--- config.mk ---
export PLATFORM = sky130hd
export DESIGN_NAME = dsi_pkt_scheduler_flat
export DESIGN_NICKNAME = d
export VERILOG_FILES = /design/src/rtl/dsi_pkt_scheduler_if.sv /design/src/rtl/dsi_pkt_scheduler.sv /design/src/flat_wrapper.sv
export SDC_FILE = /design/constraint.sdc
export NUM_CORES = 1
export LEC_CHECK = 0
export CORE_UTILIZATION = 42
export CTS_BUF_LIST = sky130_fd_sc_hd__clkbuf_16
export DETAILED_ROUTE_END_ITERATION = 10
export PLACE_DENSITY = 0.75
export SLEW_MARGIN = 10
export SYNTH_ARGS = -nofsm -noshare
export SYNTH_HDL_FRONTEND = slang
export SYNTH_SLANG_ARGS = --single-unit
--- constraint.sdc ---
create_clock -name pixclk -period 1.9 [get_ports pixclk]
set_input_delay 0.19 -clock pixclk [delete_from_list [all_inputs] [get_ports pixclk]]
set_output_delay 0.19 -clock pixclk [all_outputs]
set_load 0.01 [all_outputs]
--- src/rtl/dsi_pkt_scheduler_if.sv ---
// dsi_pkt_scheduler_if: host-command and packetizer-request bundle of the DSI packet scheduler.
//  cmd_*  : host DCS short command in (valid held until cmd_ready pulse).
//  pkt_*  : request to the lane packetizer (pkt_req held until pkt_ack).
//  master = scheduler side, slave = host/packetizer side.
interface dsi_pkt_scheduler_if;
  logic        cmd_valid;
  logic [5:0]  cmd_dt;
  logic [15:0] cmd_data;
  logic        cmd_ready;
  logic        pkt_req;
  logic [1:0]  pkt_vc;
  logic [5:0]  pkt_dt;
  logic [15:0] pkt_wc;
  logic        pkt_ack;

  modport master (
    input  cmd_valid, cmd_dt, cmd_data, pkt_ack,
    output cmd_ready, pkt_req, pkt_vc, pkt_dt, pkt_wc
  );

  modport slave (
    output cmd_valid, cmd_dt, cmd_data, pkt_ack,
    input  cmd_ready, pkt_req, pkt_vc, pkt_dt, pkt_wc
  );
endinterface

--- src/rtl/dsi_pkt_scheduler.sv ---
// dsi_pkt_scheduler: turns VSYNC/HSYNC/DE edges into DSI short packets (VSS/VSE/HSS) and one
//  long-packet header request per DE line; slots host short commands into vertical blanking.
// Latency: input edge before E0 -> pending at E1 -> pkt_req high after E2; GAP_CYC gap cycles after ack.
// Backpressure: pkt_req holds until pkt_ack; events keep latching meanwhile and coalesce (ovf_err) if repeated.
// Ports: pixclk, rstn (async active-low); vsync/hsync/de video timing; bus (master modport):
//  cmd_valid/cmd_dt/cmd_data/cmd_ready, pkt_req/pkt_vc/pkt_dt/pkt_wc/pkt_ack;
//  line_cnt (DE lines this frame), frame_cnt (VSS issued), ovf_err (sticky coalesce flag).
// Build option: define DSI_SCHED_VSE_EN to emit VSE (DT 6'h11) on vsync fall.
module dsi_pkt_scheduler #(
  parameter logic [1:0]  VC       = 2'd0,
  parameter logic [5:0]  DT       = 6'h3E,
  parameter logic [15:0] WC       = 16'h05A0,
  parameter logic        SYNC_POL = 1'b1,
  parameter int unsigned GAP_CYC  = 4
) (
  input  logic                       pixclk,
  input  logic                       rstn,
  input  logic                       vsync,
  input  logic                       hsync,
  input  logic                       de,
  dsi_pkt_scheduler_if.master        bus,
  output logic [11:0]                line_cnt,
  output logic [15:0]                frame_cnt,
  output logic                       ovf_err
);

  localparam logic [3:0] GAP_LD = 4'(GAP_CYC - 1);
  localparam logic [5:0] DT_VSS = 6'h01;
  localparam logic [5:0] DT_HSS = 6'h21;
`ifdef DSI_SCHED_VSE_EN
  localparam logic [5:0] DT_VSE = 6'h11;
`endif

  typedef enum logic [1:0] {IDLE, REQ, GAP} state_t;
  typedef enum logic [2:0] {
    SEL_NONE,
    SEL_VSS,
`ifdef DSI_SCHED_VSE_EN
    SEL_VSE,
`endif
    SEL_HSS,
    SEL_LPK,
    SEL_CMD
  } sel_t;

  state_t      state, state_nx;
  sel_t        sel;
  logic [2:0]  sync_in, d1, d2, rise;
  logic        vss_p, hss_p, lpk_p, vblank, ovf_now;
  logic [3:0]  gap_cnt;
  logic [1:0]  pkt_vc_r;
  logic [5:0]  pkt_dt_r;
  logic [15:0] pkt_wc_r;
  logic        cmd_ready_r;

  // Sync inputs normalised to active-high; history bit order {vsync, hsync, de}.
  assign sync_in = {vsync ^ ~SYNC_POL, hsync ^ ~SYNC_POL, de};
  assign rise    = d1 & ~d2;

`ifdef DSI_SCHED_VSE_EN
  logic vse_p, vs_fall;
  assign vs_fall = ~d1[2] & d2[2];
`endif

  // A repeat event is only an overflow if its flag survives this edge (not being issued now).
  always_comb begin
    ovf_now = (rise[2] & vss_p & (sel != SEL_VSS)) |
              (rise[1] & hss_p & (sel != SEL_HSS)) |
              (rise[0] & lpk_p & (sel != SEL_LPK));
`ifdef DSI_SCHED_VSE_EN
    ovf_now = ovf_now | (vs_fall & vse_p & (sel != SEL_VSE));
`endif
  end

  always_ff @(posedge pixclk or negedge rstn) begin
    if (!rstn) begin
      d1      <= '0;
      d2      <= '0;
      vss_p   <= 1'b0;
      hss_p   <= 1'b0;
      lpk_p   <= 1'b0;
      vblank  <= 1'b1;
      ovf_err <= 1'b0;
`ifdef DSI_SCHED_VSE_EN
      vse_p   <= 1'b0;
`endif
    end else begin
      d1      <= sync_in;
      d2      <= d1;
      // New event wins over the clear of the packet being issued this edge.
      vss_p   <= rise[2] | (vss_p & (sel != SEL_VSS));
      hss_p   <= rise[1] | (hss_p & (sel != SEL_HSS));
      lpk_p   <= rise[0] | (lpk_p & (sel != SEL_LPK));
      ovf_err <= ovf_err | ovf_now;
`ifdef DSI_SCHED_VSE_EN
      vse_p   <= vs_fall | (vse_p & (sel != SEL_VSE));
`endif
      if (rise[2])
        vblank <= 1'b1;
      else if (rise[0])
        vblank <= 1'b0;
    end
  end

  always_ff @(posedge pixclk or negedge rstn) begin
    if (!rstn)
      state <= IDLE;
    else
      state <= state_nx;
  end

  // Priority VSS > VSE > HSS > LPKT > CMD; CMD only in vblank with nothing else pending.
  always_comb begin
    sel      = SEL_NONE;
    state_nx = state;
    case (state)
      IDLE: begin
        if (vss_p)                        sel = SEL_VSS;
`ifdef DSI_SCHED_VSE_EN
        else if (vse_p)                   sel = SEL_VSE;
`endif
        else if (hss_p)                   sel = SEL_HSS;
        else if (lpk_p)                   sel = SEL_LPK;
        else if (vblank && bus.cmd_valid) sel = SEL_CMD;
        if (sel != SEL_NONE)
          state_nx = REQ;
      end
      REQ:     if (bus.pkt_ack) state_nx = GAP;
      GAP:     if (gap_cnt == 4'd0) state_nx = IDLE;
      default: state_nx = IDLE;
    endcase
  end

  always_ff @(posedge pixclk or negedge rstn) begin
    if (!rstn) begin
      pkt_vc_r    <= '0;
      pkt_dt_r    <= '0;
      pkt_wc_r    <= '0;
      cmd_ready_r <= 1'b0;
      line_cnt    <= '0;
      frame_cnt   <= '0;
      gap_cnt     <= '0;
    end else begin
      cmd_ready_r <= (sel == SEL_CMD);
      if (sel != SEL_NONE)
        pkt_vc_r <= VC;
      case (sel)
        SEL_VSS: begin
          pkt_dt_r  <= DT_VSS;
          pkt_wc_r  <= '0;
          frame_cnt <= frame_cnt + 16'd1;
          line_cnt  <= '0;
        end
`ifdef DSI_SCHED_VSE_EN
        SEL_VSE: begin
          pkt_dt_r <= DT_VSE;
          pkt_wc_r <= '0;
        end
`endif
        SEL_HSS: begin
          pkt_dt_r <= DT_HSS;
          pkt_wc_r <= '0;
        end
        SEL_LPK: begin
          pkt_dt_r <= DT;
          pkt_wc_r <= WC;
          if (line_cnt != 12'hFFF)
            line_cnt <= line_cnt + 12'd1;
        end
        SEL_CMD: begin
          pkt_dt_r <= bus.cmd_dt;
          pkt_wc_r <= bus.cmd_data;
        end
        default: ;
      endcase
      if (state == REQ && bus.pkt_ack)
        gap_cnt <= GAP_LD;
      else if (state == GAP && gap_cnt != 4'd0)
        gap_cnt <= gap_cnt - 4'd1;
    end
  end

  // pkt_req decodes the state directly so reset drops it asynchronously.
  assign bus.pkt_req   = (state == REQ);
  assign bus.pkt_vc    = pkt_vc_r;
  assign bus.pkt_dt    = pkt_dt_r;
  assign bus.pkt_wc    = pkt_wc_r;
  assign bus.cmd_ready = cmd_ready_r;

endmodule

--- src/flat_wrapper.sv ---
// flat-port wrapper written by rule: the top's interface ports become plain ports
module dsi_pkt_scheduler_flat 
#(
  parameter logic [1:0]  VC       = 2'd0,
  parameter logic [5:0]  DT       = 6'h3E,
  parameter logic [15:0] WC       = 16'h05A0,
  parameter logic        SYNC_POL = 1'b1,
  parameter int unsigned GAP_CYC  = 4
)
  (pixclk, rstn, vsync, hsync, de, line_cnt, frame_cnt, ovf_err, bus_cmd_valid, bus_cmd_dt, bus_cmd_data, bus_pkt_ack, bus_cmd_ready, bus_pkt_req, bus_pkt_vc, bus_pkt_dt, bus_pkt_wc);
  dsi_pkt_scheduler_if bus_i ();
  input  logic pixclk;
  input  logic rstn;
  input  logic vsync;
  input  logic hsync;
  input  logic de;
  output logic [11:0] line_cnt;
  output logic [15:0] frame_cnt;
  output logic ovf_err;
  input wire logic [$bits(bus_i.cmd_valid)-1:0] bus_cmd_valid;
  input wire logic [$bits(bus_i.cmd_dt)-1:0] bus_cmd_dt;
  input wire logic [$bits(bus_i.cmd_data)-1:0] bus_cmd_data;
  input wire logic [$bits(bus_i.pkt_ack)-1:0] bus_pkt_ack;
  output wire logic [$bits(bus_i.cmd_ready)-1:0] bus_cmd_ready;
  output wire logic [$bits(bus_i.pkt_req)-1:0] bus_pkt_req;
  output wire logic [$bits(bus_i.pkt_vc)-1:0] bus_pkt_vc;
  output wire logic [$bits(bus_i.pkt_dt)-1:0] bus_pkt_dt;
  output wire logic [$bits(bus_i.pkt_wc)-1:0] bus_pkt_wc;
  assign bus_i.cmd_valid = bus_cmd_valid;
  assign bus_i.cmd_dt = bus_cmd_dt;
  assign bus_i.cmd_data = bus_cmd_data;
  assign bus_i.pkt_ack = bus_pkt_ack;
  assign bus_cmd_ready = bus_i.cmd_ready;
  assign bus_pkt_req = bus_i.pkt_req;
  assign bus_pkt_vc = bus_i.pkt_vc;
  assign bus_pkt_dt = bus_i.pkt_dt;
  assign bus_pkt_wc = bus_i.pkt_wc;
  dsi_pkt_scheduler #(.VC(VC), .DT(DT), .WC(WC), .SYNC_POL(SYNC_POL), .GAP_CYC(GAP_CYC)) u_core (.pixclk(pixclk), .rstn(rstn), .vsync(vsync), .hsync(hsync), .de(de), .bus(bus_i), .line_cnt(line_cnt), .frame_cnt(frame_cnt), .ovf_err(ovf_err));
endmodule
Word-level counts from Yosys, hierarchy flattened
Cells that the tools add are included.
{ "op_classes": {"add_sub_neg": 3, "mul": 0, "n_div": 0, "magnitude_cmp": 0, "n_eq_ne": 14, "n_shift": 0, "muxes": 18, "bitwise": 17, "reduce_logical": 15} }
{ "ops": {"columns": ["cell", "count"], "rows": [
  ["16-bit case mux with 3 select lines", 1],
  ["12-bit case mux with 2 select lines", 1],
  ["6-bit case mux with 4 select lines", 1],
  ["3-bit two-way mux", 6],
  ["16-bit by 1-bit adder with 16-bit output, second input constant", 1],
  ["12-bit by 1-bit adder with 12-bit output, second input constant", 1],
  ["12-bit two-way mux", 1],
  ["12-bit != test, second input constant", 1],
  ["1-bit bitwise AND", 9],
  ["4-bit two-way mux", 2],
  ["4-bit nonzero test", 2],
  ["3-bit by 2-bit equality test with 1-bit output, second input constant", 2],
  ["2-bit two-way mux", 3],
  ["2-bit by 1-bit != test with 1-bit output, second input constant", 3],
  ["3-bit by 2-bit != test with 1-bit output, second input constant", 2],
  ["1-bit bitwise OR", 6],
  ["2-bit case mux with 3 select lines", 1],
  ["2-bit nonzero test", 3],
  ["3-bit nonzero test", 2],
  ["4-bit logical NOT", 1],
  ["4-bit by 1-bit subtractor with 4-bit output, second input constant", 1],
  ["3-bit bitwise AND", 1],
  ["3-bit by 1-bit equality test with 1-bit output, second input constant", 1],
  ["3-bit equality test, second input constant", 1],
  ["other kinds (11)", 14]
]} }
{ "word_totals": {"regBits": 68, "latchBits": 0, "ramBits": 0, "rom_bits": 0, "output_inout_bits": 55, "elab_cells": 81, "n_memories": 0} }

Logic depth before layout (Yosys ltp)
Gate-level depths: netlist (run 1).
{ "depth": {"depth_word": 12, "depth_mapped": 7, "mapped_depth_nobuf": 6} }

Worst setup path after synthesis (run 1)
Ideal clock, no wire load.
{ "synth_timing": {"path_type": "register -> register", "from": "reg u_core.line_cnt[0]", "to": "reg u_core.line_cnt[8]", "arrival_time_ps": 1735, "t_required_ps": 1823, "slack_ps": 88, "stages_incl_launch_ff": 6, "period_less_slack_ps": 1812, "path_cell_list": "dfrtp_1 ha_1 and3_1 and4_1 or4_1 a21oi_1"} }
{ "synth_via": {"elab_chain_cells": 3, "elab_cells_between_ends": 6, "classes_between": "add/sub: 1; eq/ne: 2; mux: 2; reduce/logical: 1"} }
{ "synth_lines": {"columns": ["element", "line", "text"], "rows": [
  ["from (decl)", "dsi_pkt_scheduler.sv:22", "output logic [11:0] line_cnt,"],
  ["from (signal assigned)", "dsi_pkt_scheduler.sv:168", "line_cnt <= line_cnt + 12'd1;"],
  ["12-bit by 1-bit adder with 12-bit output or 12-bit != test (tied branches)", "dsi_pkt_scheduler.sv:168, dsi_pkt_scheduler.sv:167", null],
  ["12-bit two-way mux or 2-bit by 1-bit != test with 1-bit output (tied branches)", null, null],
  ["12-bit case mux with 2 select lines or 2-bit AND reduction (tied branches)", null, null]
]} }
Several ways; a longest one is shown, not always the timed one. The select of a mux whose other input is x is not followed.
A chain may end at the register's enable or synchronous reset.

Worst setup path in the final report (run 1)
{ "layout_timing": {"from": "reg u_core.state[1]", "to": "out bus_pkt_req"} }
{ "layout_via": {"elab_chain_cells": 1} }
{ "layout_lines": {"columns": ["element", "line", "text"], "rows": [
  ["from (decl)", "dsi_pkt_scheduler.sv:46", "state_t state, state_nx;"],
  ["from (signal assigned)", "dsi_pkt_scheduler.sv:109", "state <= state_nx;"],
  ["2-bit by 1-bit equality test with 1-bit output", "dsi_pkt_scheduler.sv:184", "assign bus.pkt_req = (state == REQ);"],
  ["to (decl)", "flat_wrapper.sv:25", "output wire logic [$bits(bus_i.pkt_req)-1:0] bus_pkt_req;"]
]} }
No other way between the ends.

==> results of run 1 <==
==> cells in the mapped netlist, types with 3 or more instances <==
cell | instances | area share
and2_1 | 3 | 0.0065
ha_1 | 3 | 0.013
dfrtp_1 | 67 | 0.58
inv_1 | 7 | 0.0091
nand2b_1 | 4 | 0.0087
nand3_1 | 12 | 0.021
o31ai_1 | 4 | 0.010
or4_1 | 3 | 0.0078
a221o_1 | 8 | 0.028
and3_1 | 7 | 0.015
buf_2 | 6 | 0.010
xnor2_1 | 11 | 0.033
a22o_1 | 12 | 0.036
nor2_1 | 13 | 0.017
nand4_1 | 8 | 0.017
o21ai_0 | 6 | 0.010
xor2_1 | 8 | 0.024
a21oi_1 | 10 | 0.017
and4_1 | 4 | 0.012
nand2_1 | 26 | 0.034
==> flip-flops by register name, indices dropped and copies added, names as in the netlist <==
name,flops
u_core.lpk_p,1
u_core.state,2
u_core.bus.cmd_ready,1
u_core.d1,3
u_core.hss_p,1
u_core.vss_p,1
u_core.bus.pkt_dt,6
u_core.gap_cnt,4
u_core.bus.pkt_wc,16
u_core.line_cnt,12
u_core.ovf_err,1
u_core.vblank,1
u_core.frame_cnt,16
u_core.d2,3
==> layout by cell type, fill, tap and decap left out, types with 4 or more instances in the layout <==
cell type and n:
and3_1 6, clkdlybuf4s50_1 80, nand2b_1 4, xnor2_1 11
clkbuf_16 9, a221o_1 8, nand2_1 26, xor2_1 8
nor2_1 12, nand3_1 12, a21oi_1 9, buf_4 8
inv_1 8, dfrtp_1 66, o31ai_1 4, o21ai_0 5
a22o_1 12, nand4_1 8
==> path summary, 6_finish.rpt <==
kind	end	slack, ns	depth (start not counted)
min	u_core.d1[1]	0.30	1
max in group asynchronous	u_core.vblank	1.15	3
min in group asynchronous	u_core.frame_cnt[11]	0.42	3
min reg2reg	u_core.d2[0]	0.38	0
max reg2reg	u_core.line_cnt[5]	0.10	5
max	bus_pkt_req	0.09	2
==> metal layers <==
metal,vias to the layer above,GRT usage,wire [um]
li1,1107,-,-
met1,1089,0.266,2910
met2,91,0.294,2890
met3,14,0.0467,460
met4,0,0.0832,114
met5,-,0,0
==> stage by stage <==
stage,utilization,total power [mW]
2_1_floorplan,-,2.75
3_3_place_gp,0.588,3.45
3_5_place_dp,0.588,3.50
4_1_cts,0.634,5.09
5_1_grt,0.636,5.34
6_report,0.636,5.06
==> logic make-up (layout without fill, tap and decap cells) <==
kind of cell / Yosys count / after routing / synth area share
buf+inv: 17 / 114 / 0.0273
fa+ha+maj: 3 / 3 / 0.0130
flops: 68 / 68 / 0.590
compound gates: 52 / 52 / 0.135
xor+xnor: 19 / 19 / 0.0577
simple gates: 92 / 92 / 0.173
other cells: 1 / 2 / 0.00130
mux: 1 / 1 / 0.00347
==> layout make-up <==
class | count | share of cell area
Sequential cell | 68 | 0.413
Multi-Input combinational cell | 169 | 0.272
Timing Repair Buffer | 91 | 0.217
Clock buffer | 9 | 0.0546
Tap cell | 77 | 0.0233
Clock inverter | 7 | 0.0142
Inverter | 7 | 0.00637
==> critical path, delay by kind of cell, from the launching register on <==
family / cells / cell delay (ns)
buf+inv: 1 / 0.56
flops: 1 / 0.52
simple gates: 1 / 0.22
==> power breakdown <==
part           switching [mW]  internal [mW]  leakage, nW  total, mW
combinational           0.725          0.757        0.787       1.48
sequential              0.283           1.73        0.885       2.02
clock                   0.566          0.995        0.143       1.56
==> timing repair <==
| item | CTS | global route |
|---|---|---|
| hold endpoints to repair | 67 | 0 |
| hold buffers | 1 | 0 |
| resized for setup | 1 | 5 |
| setup endpoints to repair | 1 | 2 |
==> results.md, run 1 <==
- Sequential Area: 1700 um^2
- Clock sink count: 68
- Vias: roughly 2300
- Synth Cell Area: 2890 um^2
- Period utilization: 0.954
- Global-route wire length before repair: about 11000 um
- Worst clock skew: 0.00627 ns
- Slowest stage delay, CP: between 0.5 and 0.6 ns
- Worst path cell trace: nor2_2 -> clkdlybuf4s50_1
- Fmax: 0.552 GHz
- Placed Cells: 411
- CTS Buf Count: 9
- Final worst slack: 0.0871 ns
- All-Layer GR Usage: 0.193
- # H-tree levels: 3
- Setup TNS: 0 ns
- Worst min-delay path category: in2reg
- Port Buffer Count: 81
- Height of the die: about 85 um
- Post-Syn Instances: 253
- Worst hold slack: 0.304 ns
- Ant. Diodes: 0
- Critical R2R Launch: u_core.line_cnt[0]
- Total grt overflow: 0
- FFs w/ async S/R, synth: 1.00
- Critical Path Fanout Max: 10
- Die W: about 85 um
- Vias in the first global route: about 2200
- Drt wl/cell: 14.9 um
- Final Max Slew Viols: 0
- HPWL after detailed placement: 4470 um
- Pre-CTS setup slack: around 0.064 ns
- Initial Utilization: 0.444
- Row count: 29
- Die ar.: approximately 7200 um^2
- Minimum clock period: around 1.8 ns
- Setup Buffers After CTS: 0
- Crit path from: u_core.state[1]
- Crit end category: output port
- Root buffer cell: clkbuf_16
- Failing checks: design-rule violations
- Arrival time at the worst endpoint: 1.62 ns
- Ports: 84
- Synthesis Warnings: 0
- Largest net degree at the start of global routing: 69
- Worst Path Required: 1.71 ns
- Total Nets Final: 378
- Reg clk slew, reported paths: 0.05 ns
- Vias/cell: around 5.4
- Syn avg cell area: 11.4 um^2
- Max Cap Violations: 0
- CP Class: reg2out
- Area after DPL: roughly 3800 um^2
- Area Growth Syn to Fin: 43.0%
- Initial antenna violation count: 0
- Seq/Total Area, Yosys: 0.590
- Final WL: 6380 um
- Seq cells post-synth: 68
- Endpoints failing setup: 0
- Final Hold Fails: 0
- Synth unique cells: 44
- Worst setup SP type: register
- Slowest-stage cell, CP: clkdlybuf4s50_1
- Maximum vdd drop: 0.000565 V
- Static Leak: 1.82 nW
- Iteration count of the initial detailed-routing pass: 7
- Worst Hold Launch: hsync
- Final ANT Viol Nets: 0
- Drt first-iter violations: 104
- CTS tree: yes
- Layout cells sized above 1: 0.0969
- GPL Wtd Cong: 0.816
- Power Dens Cells: between 1000 and 1500 nW/um^2
- Final Non-Filler Cells: 428
- Core ar.: ~6500 um^2
- Buffer depth of the longest clock path: 2
- Status: finished with violations
- Final instance area: 4130 um^2
- Area of the multi-input gates: 1120 um^2
- RSZ-0062 raised after global routing: no
- EDFF count, synth: 0
- Clock Latency Late Sink: 0.32 ns
- Most common flop cell mapped by yosys: dfrtp_1
- DR DRC count: 12
- Fillers: 498
No activity file was read; power rests on OpenSTA's default activity.
==> inputs of run 2 (changes only) <==
--- a/config.mk
+++ b/config.mk
@@ -5,6 +5,7 @@
 export SDC_FILE = /design/constraint.sdc
 export NUM_CORES = 1
 export LEC_CHECK = 0
+export CORE_ASPECT_RATIO = 1.75
 export CORE_UTILIZATION = 42
 export CTS_BUF_LIST = sky130_fd_sc_hd__clkbuf_16
 export DETAILED_ROUTE_END_ITERATION = 10
@@ -13,3 +14,4 @@
 export SYNTH_ARGS = -nofsm -noshare
 export SYNTH_HDL_FRONTEND = slang
 export SYNTH_SLANG_ARGS = --single-unit
+export TNS_END_PERCENT = 5
==> run 2 against run 1 <==
The run now ends clean. Power up 5.3%. Die area up 0.18%. Hold slack worse by 0.0015 ns. Worst setup slack worse by 0.021 ns. Wire length up 4.6%. Sequential power about the same. Maximum frequency down 1.1%. Non-clock buffer count unchanged. Global-route usage up 0.70 points. Largest power group unchanged.
==> results.md, run 2 (synthesis gave the netlist of run 1 again) <==
- Status: finished, final reports clean
- All-Layer GR Usage: 0.200
- Crit end category: register
- Cell internal pwr: 3.76 mW
- Die ar.: 7220 um^2
- Worst Path Required: 2.15 ns
- Clock sink count: 68
- Drt first-iter violations: approximately 130
- DR DRC count: 0
- Vias/cell: roughly 5.4
- Period utilization: 0.965
- Arrival time at the worst endpoint: between 2 and 2.5 ns
- Endpoints failing setup: 0
- Ports: 84
- Net Switching: 1.57 mW
- CTS Buf Count: 9
- Critical Path Fanout Max: 6
- Final Total Pwr: 5.33 mW
- Minimum clock period: approximately 1.8 ns
- Fillers: 539
- Setup Buffers After CTS: 0
- Power Dens Cells: 1270 nW/um^2
- Worst min-delay path category: in2reg
- Ant. Diodes: 0
- Fmax: ~0.55 GHz
- Final Hold Fails: 0
- Pre-CTS setup slack: 0.0648 ns
- # H-tree levels: 3
- Global-route wire length before repair: between 10000 and 15000 um
- Area Growth Syn to Fin: 44.9%
- Core ar.: 6590 um^2
- Vias: roughly 2300
- Vias in the first global route: ~2400
- Drt wl/cell: 15.4 um
- Initial Utilization: 0.438
- Die W: 64.7 um
- Max Cap Violations: 0
- CTS tree: yes
- Clock power frac: 0.347
- Clock Latency Late Sink: about 0.33 ns
- Static Leak: about 1.8 nW
- Worst setup SP type: register
- Initial antenna violation count: 0
- Power share of the combinational group: 0.276
- Total Nets Final: 378
- Final Max Slew Viols: 0
- Final WL: 6670 um
- Largest net degree at the start of global routing: approximately 70
- GPL Wtd Cong: 0.842
- Sequential power share: 0.377
- CP Class: reg2reg
- Iteration count of the initial detailed-routing pass: 4
- Layout cells sized above 1: 0.105
- Reg clk slew, reported paths: 0.05 ns
- Final worst slack: approximately 0.066 ns
- Most frequent cells in the layout: clkdlybuf4s50_1 (80), dfrtp_1 (66), nand2_1 (26)
- Total grt overflow: 0
- Worst clock skew: 0.00523 ns
- Root buffer cell: clkbuf_16
- Buffer depth of the longest clock path: 2
- Maximum vdd drop: 0.000956 V
- Most common cell after layout, fill and taps aside: clkdlybuf4s50_1
- Switching share of power: 0.295
- Port Buffer Count: 81
- HPWL after detailed placement: 4570 um
- Height of the die: 112 um
- Row count: 39
- Final ANT Viol Nets: 0
-- run 2: power by group through the flow --
stage / registers (mW) / clock network, mW / logic [mW]
final: 2.01 / 1.85 / 1.47
after global routing: 2.06 / 1.95 / 1.62
after CTS: 2.01 / 1.88 / 1.49
after detailed placement: 2.03 / 0 / 1.46
after global placement: 2.01 / 0 / 1.43
after floorplan: 2.06 / 0 / 0.695
-- run 2: what timing repair did --
item / in CTS / in global routing
hold buffers: 1 / 0
resized for setup: 1 / 5
endpoints found under the hold margin: 67 / 0
endpoints found under the setup margin: 1 / 3
-- run 2: worst max-delay path, cell delays in order, from the launching register on --
cell	delay (ns)
dfrtp_1	0.39
ha_2	0.21
and3_2	0.25
and4_2	0.27
or4_1	0.50
a21oi_2	0.16
-- run 2: per-stage QoR --
step           hold slack, ns   util   TNS, ns  cells  area, um^2
2_1_floorplan          -0.106      -         0    254        2890
3_3_place_gp            0.234  0.581         0    416        3830
3_5_place_dp            0.249  0.581         0    416        3830
4_1_cts                 0.293  0.633         0    433        4170
5_1_grt                 0.295  0.635  -0.00100    433        4180
6_report                0.302  0.635         0    433        4180
-- run 2: worst paths after layout --
| check | startpoint | to | slack, ns | depth (start not counted) |
|---|---|---|---|---|
| min in group asynchronous | rstn | u_core.bus.pkt_wc[10] | 0.43 | 3 |
| max reg2reg | u_core.line_cnt[0] | u_core.line_cnt[5] | 0.07 | 5 |
| max | u_core.line_cnt[0] | u_core.line_cnt[5] | 0.07 | 5 |
| min | de | u_core.d1[0] | 0.30 | 1 |
| min reg2reg | u_core.d1[2] | u_core.d2[2] | 0.37 | 0 |
| max in group asynchronous | rstn | u_core.vblank | 1.14 | 3 |
-- run 2: routing by layer --
metal | vias up | GRT usage | wire length (um)
met5 | - | 0 | 0
met4 | 0 | 0.0948 | 165
met3 | 13 | 0.0512 | 256
met2 | 70 | 0.342 | 3530
met1 | 1151 | 0.228 | 2720
li1 | 1107 | - | -
-- run 2: cell type report --
cell class                 count  area (um^2)  area share
sequential                    68         1700       0.408
multi-input combinational    169         1120       0.268
timing repair buffer          91          896       0.214
clock buffer                   9          225      0.0539
clock inverter                 7          108      0.0257
tap                           82          103      0.0245
inverter                       7         26.3     0.00628
